===== config.mk =====
export PLATFORM = sky130hd
export DESIGN_NAME = cr16_controller
export DESIGN_NICKNAME = d
export VERILOG_FILES = /design/src/rtl/cr16_controller.sv
export SDC_FILE = /design/constraint.sdc
export NUM_CORES = 1
export LEC_CHECK = 0
export ABC_AREA = 0
export BUFFER_PORTS_ARGS = -buffer_cell sky130_fd_sc_hd__buf_2
export CAP_MARGIN = 20
export CORE_MARGIN = 4
export CORE_UTILIZATION = 54
export DETAILED_ROUTE_END_ITERATION = 6
export GPL_ROUTABILITY_DRIVEN = 0
export PLACE_DENSITY = 0.85
export SYNTH_ARGS = -nofsm -noshare
export SYNTH_HDL_FRONTEND = slang
export SYNTH_SLANG_ARGS = --single-unit

===== constraint.sdc =====
create_clock -name I_CLK -period 9.6 [get_ports I_CLK]
set_clock_uncertainty 0.2 [all_clocks]
set_input_delay 0.48 -clock I_CLK [delete_from_list [all_inputs] [get_ports I_CLK]]
set_output_delay 0.48 -clock I_CLK [all_outputs]
set_load 0.01 [all_outputs]

===== src/rtl/cr16_controller.sv =====
// cr16_controller
//
// Control sequencer for cr16_datapath. Fetches 16-bit instructions from a
// synchronous instruction memory, decodes them, and issues one datapath
// operation per instruction using a FETCH -> DECODE -> EXECUTE loop
// (3 cycles per instruction). Conditional branches use the registered
// datapath status flags; the all-ones instruction halts the sequencer
// until reset.
//
// Ports:
//   I_CLK               system clock, rising-edge active
//   I_NRESET            asynchronous active-low reset
//   I_ENABLE            global enable; 0 stalls state, PC and IR
//   I_INSTRUCTION       instruction memory read data (valid the cycle after O_MEM_READ)
//   I_STATUS_FLAGS      datapath flags [0]=C [1]=L [2]=F [3]=Z [4]=N
//   O_PC                instruction address
//   O_MEM_READ          instruction memory read strobe
//   O_REG_WRITE_ENABLE  one-hot register write enable (EXECUTE only)
//   O_REG_A_SELECT      datapath port A register index
//   O_REG_B_SELECT      datapath port B register index
//   O_OPCODE            datapath ALU opcode
//   O_IMMEDIATE         immediate value to the datapath
//   O_IMMEDIATE_SELECT  1 selects O_IMMEDIATE as operand B
//   O_HALTED            1 while in HALT
module cr16_controller #(
    parameter int                  PC_WIDTH  = 16,
    parameter logic [PC_WIDTH-1:0] RESET_PC  = '0,
    parameter logic [3:0]          ALU_ADD   = 4'b0101,
    parameter logic [3:0]          ALU_PASSB = 4'b1101
) (
    input  logic                I_CLK,
    input  logic                I_NRESET,
    input  logic                I_ENABLE,
    input  logic [15:0]         I_INSTRUCTION,
    input  logic [4:0]          I_STATUS_FLAGS,
    output logic [PC_WIDTH-1:0] O_PC,
    output logic                O_MEM_READ,
    output logic [15:0]         O_REG_WRITE_ENABLE,
    output logic [3:0]          O_REG_A_SELECT,
    output logic [3:0]          O_REG_B_SELECT,
    output logic [3:0]          O_OPCODE,
    output logic [15:0]         O_IMMEDIATE,
    output logic                O_IMMEDIATE_SELECT,
    output logic                O_HALTED
);

    localparam logic [1:0] S_FETCH   = 2'd0;
    localparam logic [1:0] S_DECODE  = 2'd1;
    localparam logic [1:0] S_EXECUTE = 2'd2;
    localparam logic [1:0] S_HALT    = 2'd3;

    localparam logic [3:0] OP_REG   = 4'b0000;
    localparam logic [3:0] OP_ADDI  = 4'b0101;
    localparam logic [3:0] OP_MOVI  = 4'b1101;
    localparam logic [3:0] OP_BCOND = 4'b1100;

    localparam logic [15:0]         HALT_WORD = 16'hFFFF;
    localparam logic [PC_WIDTH-1:0] PC_ONE    = PC_WIDTH'(1);

    logic [1:0]          state;
    logic [PC_WIDTH-1:0] pc;
    logic [15:0]         ir;

    // Instruction fields
    logic [3:0] op, rd, ext, rs;
    logic [7:0] imm8;
    assign op   = ir[15:12];
    assign rd   = ir[11:8];
    assign ext  = ir[7:4];
    assign rs   = ir[3:0];
    assign imm8 = ir[7:0];

    // L and F are not used by any branch condition.
    logic unused_flags;
    assign unused_flags = ^I_STATUS_FLAGS[2:1];

    logic flag_c, flag_z, flag_n;
    assign flag_c = I_STATUS_FLAGS[0];
    assign flag_z = I_STATUS_FLAGS[3];
    assign flag_n = I_STATUS_FLAGS[4];

    logic in_execute;
    logic is_halt;
    assign in_execute = (state == S_EXECUTE);
    assign is_halt    = (ir == HALT_WORD);

    // Branch condition, selected by the rd field of a Bcond instruction.
    logic cond_true;
    always_comb begin
        // NOTE: every combinational output gets a default before the case so
        // no path leaves it unassigned, which would infer a latch.
        cond_true = 1'b0;
        case (rd)
            4'd0:    cond_true = flag_z;
            4'd1:    cond_true = ~flag_z;
            4'd2:    cond_true = flag_c;
            4'd3:    cond_true = ~flag_c;
            4'd4:    cond_true = flag_n;
            4'd5:    cond_true = ~flag_n;
            4'd14:   cond_true = 1'b1;
            default: cond_true = 1'b0;
        endcase
    end

    // Displacement is sign-extended to the PC width so backward branches
    // and wrap-around both fall out of plain modulo addition.
    logic [PC_WIDTH-1:0] pc_disp;
    logic [PC_WIDTH-1:0] pc_next;
    assign pc_disp = {{(PC_WIDTH-8){imm8[7]}}, imm8};
    assign pc_next = (op == OP_BCOND && cond_true) ? (pc + pc_disp) : (pc + PC_ONE);

    // Datapath controls, decoded from IR; all zero outside EXECUTE.
    logic do_write;
    always_comb begin
        do_write           = 1'b0;
        O_REG_A_SELECT     = 4'd0;
        O_REG_B_SELECT     = 4'd0;
        O_OPCODE           = 4'd0;
        O_IMMEDIATE        = 16'd0;
        O_IMMEDIATE_SELECT = 1'b0;
        if (in_execute && !is_halt) begin
            case (op)
                OP_REG: begin
                    do_write       = 1'b1;
                    O_OPCODE       = ext;
                    O_REG_A_SELECT = rd;
                    O_REG_B_SELECT = rs;
                end
                OP_ADDI: begin
                    do_write           = 1'b1;
                    O_OPCODE           = ALU_ADD;
                    O_REG_A_SELECT     = rd;
                    O_IMMEDIATE        = {{8{imm8[7]}}, imm8};
                    O_IMMEDIATE_SELECT = 1'b1;
                end
                OP_MOVI: begin
                    do_write           = 1'b1;
                    O_OPCODE           = ALU_PASSB;
                    O_IMMEDIATE        = {8'd0, imm8};
                    O_IMMEDIATE_SELECT = 1'b1;
                end
                default: ;  // Bcond and NOPs issue no datapath operation
            endcase
        end
    end

    // The write is gated by the enable so a stalled EXECUTE never writes;
    // it fires on the single edge where EXECUTE is finally left.
    assign O_REG_WRITE_ENABLE = (do_write && I_ENABLE) ? (16'd1 << rd) : 16'd0;

    // Reset gating keeps the strobe low while reset is held even though
    // the reset state is FETCH.
    assign O_MEM_READ = I_NRESET && I_ENABLE && (state == S_FETCH);
    assign O_PC       = pc;
    assign O_HALTED   = (state == S_HALT);

    always_ff @(posedge I_CLK or negedge I_NRESET) begin
        if (!I_NRESET) begin
            // NOTE: state uses non-blocking assignments so every register
            // samples pre-edge values regardless of statement order.
            state <= S_FETCH;
            pc    <= RESET_PC;
            ir    <= 16'd0;
        end else if (I_ENABLE) begin
            case (state)
                S_FETCH: state <= S_DECODE;
                S_DECODE: begin
                    ir    <= I_INSTRUCTION;
                    state <= S_EXECUTE;
                end
                S_EXECUTE: begin
                    if (is_halt) begin
                        state <= S_HALT;   // PC stays at the halt address
                    end else begin
                        pc    <= pc_next;
                        state <= S_FETCH;
                    end
                end
                default: state <= S_HALT;  // HALT is terminal until reset
            endcase
        end
    end

endmodule


---- After elaboration in Yosys (flattened, before gate mapping) ----
Index checks and enable logic that the tools add are counted.
storage, ports and cells
  logic and storage cells ................. 54
  bits of input ports ..................... 24
  output and inout bits ................... 63
  register bits after elaboration ......... 34
cells by class
  equality and inequality tests ........... 13
  reduce and logical (&&, ||, !) cells .... 14
  multiplexer cells ....................... 17
  add/sub/neg operators ................... 2
  shifts and indexed selects .............. 1
  bitwise logic cells ..................... 4
operator list
  operator               count
  $mux 16                3
  $pmux 16 s2            1
  $mux 4                 5
  $add 16x1->16 const B  1
  $add 16x16->16         1
  $eq 16x16->1 const B   1
  $shl 1x4->16 const A   1
  $eq 4x3->1 const B     3
  $eq 4x4->1 const B     3
  $pmux 4 s3             1
  $eq 4x2->1 const B     2
  $logic_not 4->1        2
  $pmux 1 s7             1
  $pmux 2 s3             1
  $logic_and 1x1->1      5
  $eq 2x2->1 const B     2
  $eq 4x1->1 const B     1
  $mux 1                 4
  $not 1->1              4
  $reduce_or 2->1        2
  $reduce_and 3->1       1
  $reduce_or 3->1        1
  $eq 2x1->1 const B     1
  $logic_not 2->1        1
  other kinds (3)        3

---- Longest topological paths before layout ----
  word-level depth ........................ 6
  depth in mapped cells ................... 16
  depth with buffers taken out ............ 15

---- Worst setup path after synthesis ----
No wires, ideal clock.
  kind .................................... register to register
  from .................................... reg ir[9]
  to ...................................... reg pc[15], in the netlist O_PC[15]
  clock period less this slack ............ 3.526 ns
  setup time .............................. 0.124 ns
  data required time ...................... 9.276 ns
  path buffers ............................ 1
  arrival time ............................ 3.201 ns
  cell stages (with the launch flop) ...... 14
  setup slack ............................. 6.074 ns
  cells stage by stage .................... dfrtp_1 buf_6 or3b_1 a21oi_2 o21ai_2 a2111oi_4 ha_1 a21o_1 a21o_1 a221oi_1 o31a_1 o21ai_0 mux2i_1 xnor2_1
on the way
  word-level cells in the longest chain between the ends .. 4
  elaborated cells on any way between the ends .. 13
  those cells by class .................... eq/ne: 7; mux: 2; bitwise: 1; reduce/logical: 3
RTL lines
  item                                RTL line  text
  start: declaration                  62        logic [15:0] ir;
  start signal: assignment            163       ir <= 16'd0;
  start signal: assignment            168       ir <= I_INSTRUCTION;
  $eq 4x4->1 (tied with other cells)  93        case (rd)
  $pmux 1 s7                          93
  $logic_and 1x1->1                   110       assign pc_next = (op == OP_BCOND && cond_true) ? (pc + pc_disp) : (pc + PC_ONE);
  $mux 16                             110
  end signal: assignment              175       pc <= pc_next;
  end: declaration                    61        logic [PC_WIDTH-1:0] pc;
Parallel ways exist; a longest one is shown, timed or not.
A chain may end at the register's enable or synchronous reset.

---- Final worst setup path ----
  from .................................... reg ir[9]
  to ...................................... reg pc[10], in the netlist O_PC[10]
The elaborated chain is that of the path after synthesis.

==> results.ini <==
[drt]
drc=0
routed_wirelength_um=5939
vias=2282
violation_count_after_the_first_detailed_routing_iteration=160
firstDrtPassIters=4
routed_via_density=5.677
antenna_left=0
route.detailed.wl_per_inst_um=14.77

[final_layout]
area_taken_by_multi_input_logic_gates_mm2=0.001519
num-nets-final=389
drive_gt1_share_pct=33.71
final_design_area_no_fill_mm2=0.002993
seq_cell_area_um2=850.8
area_delta_synth_final_pct=19.96
nFillCells=374
utilization_pct=67.80
final_cells=402
antenna_cells=0

[yosys]
synth-edff-count=0
synth.top_cells.by_area=sky130_fd_sc_hd__dfrtp_1 34%, sky130_fd_sc_hd__mux2_2 9.0%, sky130_fd_sc_hd__ha_1 7.5%
synth_sequential_area_ratio_pct=34.10
synth_nets=315
synth-warning-count=0
asyncSetResetFlopFracSynth_pct=100.0
post_synth_num_cell_types=47
synth.ff_latch_count=34
synthDominantAreaCellType=sky130_fd_sc_hd__dfrtp_1
synthAdderAreaFrac_pct=8.325
post_synth_and_or_nand_nor_area_fraction_pct=23.37
synth_compound_gate_area_share_pct=14.09
synth_flop_cell=sky130_fd_sc_hd__dfrtp_1
synthXorXnorAreaFrac_pct=5.266
yosysTopAreaCellShare_pct=34.10
syn_inst=275
syn_area_mm2=0.002495
synth_top_family_by_area=simple AND/OR/NAND/NOR gates
syn-mean-instance-area_um2=9.072
yosys-mux-area-fraction_pct=9.829

[clock_tree]
cts.hold.buffers_added=0
clk_path_buf_depth=2
worstSkewPairLatency_ps=290
cts_htree_levels=2
clkTransAtPathRegs_ps=80
cts-buffers-inserted=5
cts-resized-gates=0
cts_setup_buffers=0
cts.sink_count=34
cts-root-buf=sky130_fd_sc_hd__clkbuf_8
cts_tree=yes

[power]
power_frac_clock_pct=18.3
power_mw=0.7457
switchingPower_mw=0.3158
static_leak_nw=1.565
sequentialPowerShare_pct=40.5
combinational_power_share_pct=41.2
power.density_cell_area_mw_per_mm2=249.2
switching_share_pct=42.35
p_int_mw=0.4299
vdd_drop_max_mv=0.1446

[floorplanning]
std_cell_rows=24
die_area_mm2=0.005771
dieWidth_um=75.97
placeable_area_mm2=0.004414
dieHeight_um=75.97
initial_core_util_pct=56.52
num_io_pins=87

[setup_path]
critical_path_peak_fanout=11
worst_setup_path_startpoint=ir[9]
critical-path-slowest-cell=sky130_fd_sc_hd__a211oi_1
crit_end_category=flop
critPathArrivalTime_ps=4290
worst-setup-path-type=flop to flop
worst_r2r_startpoint=ir[9]
crit_required_ps=9590
critical-path-max-stage-delay_ps=620
crit_path_cell_trace=mux2i_1 -> xor2_1 -> or3_1 -> a211oi_1 -> nand2_1 -> fa_1 -> nor2b_1 -> o21a_1 -> o21ai_0 -> a21oi_1 -> a21boi_0 -> xor2_1 -> o21ai_0
element_type_at_the_critical_path_start=flop

[timing]
hold_viol=0
timing.slew.headroom_pct=28.17
period_minus_slack_ps=4295
max_clock_freq_mhz=232.9
fin_setup_tns_ps=0
slew_at_the_pin_closest_to_its_max_slew_limit_ps=1074
period_share_pct=44.73
timing.hold.ws_ps=72.29
setup_viol=0
grt_setup_unrepaired=false
setup_slack_ps=5305
slew_viol_final=0

[place]
dpl_worst_slack_ps=5354
detailed_place_hpwl_um=4362
placed_cell_area_mm2=0.002874
placedCellCount=393
port-buffer-count=84

[grt]
grt_antenna_before_repair=0
global_route_wire_length_before_repair_um=10150
pin_count_of_the_biggest_net_entering_global_routing=36
first_global_vias=2181
grt-ovfl-total=0
gr-usage-all-layers_pct=20.73

[run_status]
run_status=finished clean

[hold_path]
min-delay-path-class=primary input to async pin

[run]
maxcap_viol_count=0

final timing paths:
check	to	slack, ps	depth (start not counted)
worst max-delay path	O_PC[10]	5310	13
worst min-delay path	O_PC[2]	70	1
worst max register to register	O_PC[10]	5310	13
worst min register to register	O_PC[15]	270	1
max in group asynchronous	ir[10]	8620	1
min in group I_CLK	ir[12]	210	2
cell usage after synthesis (all sizes together), types with 5 or more instances:
library cell   n
nand2b         5
nand2         27
mux2          20
xor2           9
nor2          20
nand3b         5
xnor2          6
nand3          5
nor4           6
ha            15
clkbuf         6
and2          23
buf           12
nor3           9
a21oi         15
inv            5
dfrtp         34
o21ai         17
a21o           5
critical path, delay by kind of cell, from the launching register on:
| family | cells | cell delay (ps) |
|---|---|---|
| simple gates | 3 | 740 |
| mux | 1 | 310 |
| flops | 1 | 550 |
| xor+xnor | 2 | 290 |
| compound gates | 6 | 1630 |
| fa+ha+maj | 1 | 470 |
flip-flops by register name, indices dropped and copies added (netlist names):
signal,cells
ir,16
O_PC,16
state,2
area by class of cell:
class	instances	area share, %
timing repair buffer	85	14.21
tap	52	2.174
multi-input combinational	218	50.75
clock inverter	3	1.505
clock buffer	5	2.299
inverter	5	0.6271
sequential	34	28.43
power groups by stage:
stage / clock [mW] / sequential, mW / combinational [mW]
after detailed placement: 0 / 0.303 / 0.305
after CTS: 0.139 / 0.300 / 0.308
final: 0.137 / 0.302 / 0.307
after global routing: 0.146 / 0.314 / 0.342
after floorplan: 0 / 0.263 / 0.255
after global placement: 0 / 0.298 / 0.297
per-layer routing:
layer  up-vias  track usage, %  share of wire (%)
met2        69           33.56                 47
met3         8           6.501                6.6
met4         0           4.804                1.2
met5         -               0                  0
met1      1087           26.93                 45
li1       1118               -                  -
placed cells by master, fill, tap and decap left out, types with 5 or more instances in the layout:
| master | netlist | routed |
|---|---|---|
| sky130_fd_sc_hd__nand3_1 | 5 | 5 |
| sky130_fd_sc_hd__a21o_1 | 5 | 5 |
| sky130_fd_sc_hd__dfrtp_1 | 34 | 34 |
| sky130_fd_sc_hd__clkbuf_8 | 0 | 5 |
| sky130_fd_sc_hd__nand2_1 | 27 | 27 |
| sky130_fd_sc_hd__nand3b_1 | 5 | 5 |
| sky130_fd_sc_hd__nor2_1 | 20 | 20 |
| sky130_fd_sc_hd__nand2b_1 | 5 | 5 |
| sky130_fd_sc_hd__xnor2_1 | 6 | 6 |
| sky130_fd_sc_hd__mux2_2 | 20 | 20 |
| sky130_fd_sc_hd__o21ai_0 | 15 | 15 |
| sky130_fd_sc_hd__xor2_1 | 9 | 9 |
| sky130_fd_sc_hd__nor4_1 | 6 | 6 |
| sky130_fd_sc_hd__a21oi_1 | 14 | 14 |
| sky130_fd_sc_hd__buf_2 | 4 | 85 |
| sky130_fd_sc_hd__nor3_1 | 9 | 9 |
| sky130_fd_sc_hd__and2_1 | 23 | 23 |
| sky130_fd_sc_hd__inv_1 | 5 | 5 |
| sky130_fd_sc_hd__ha_1 | 15 | 15 |
cells by family (layout without fill, tap and decap cells):
| kind of cell | after synthesis | count (layout) |
|---|---|---|
| buffers and inverters | 23 | 98 |
| adders and majority gates | 16 | 16 |
| DFF | 34 | 34 |
| xor gates and xnor gates | 15 | 15 |
| muxes | 22 | 22 |
| AOI/OAI and AO/OA | 53 | 53 |
| and+or+nand+nor | 112 | 112 |
Note: power is estimated with default switching activity, not from simulation.
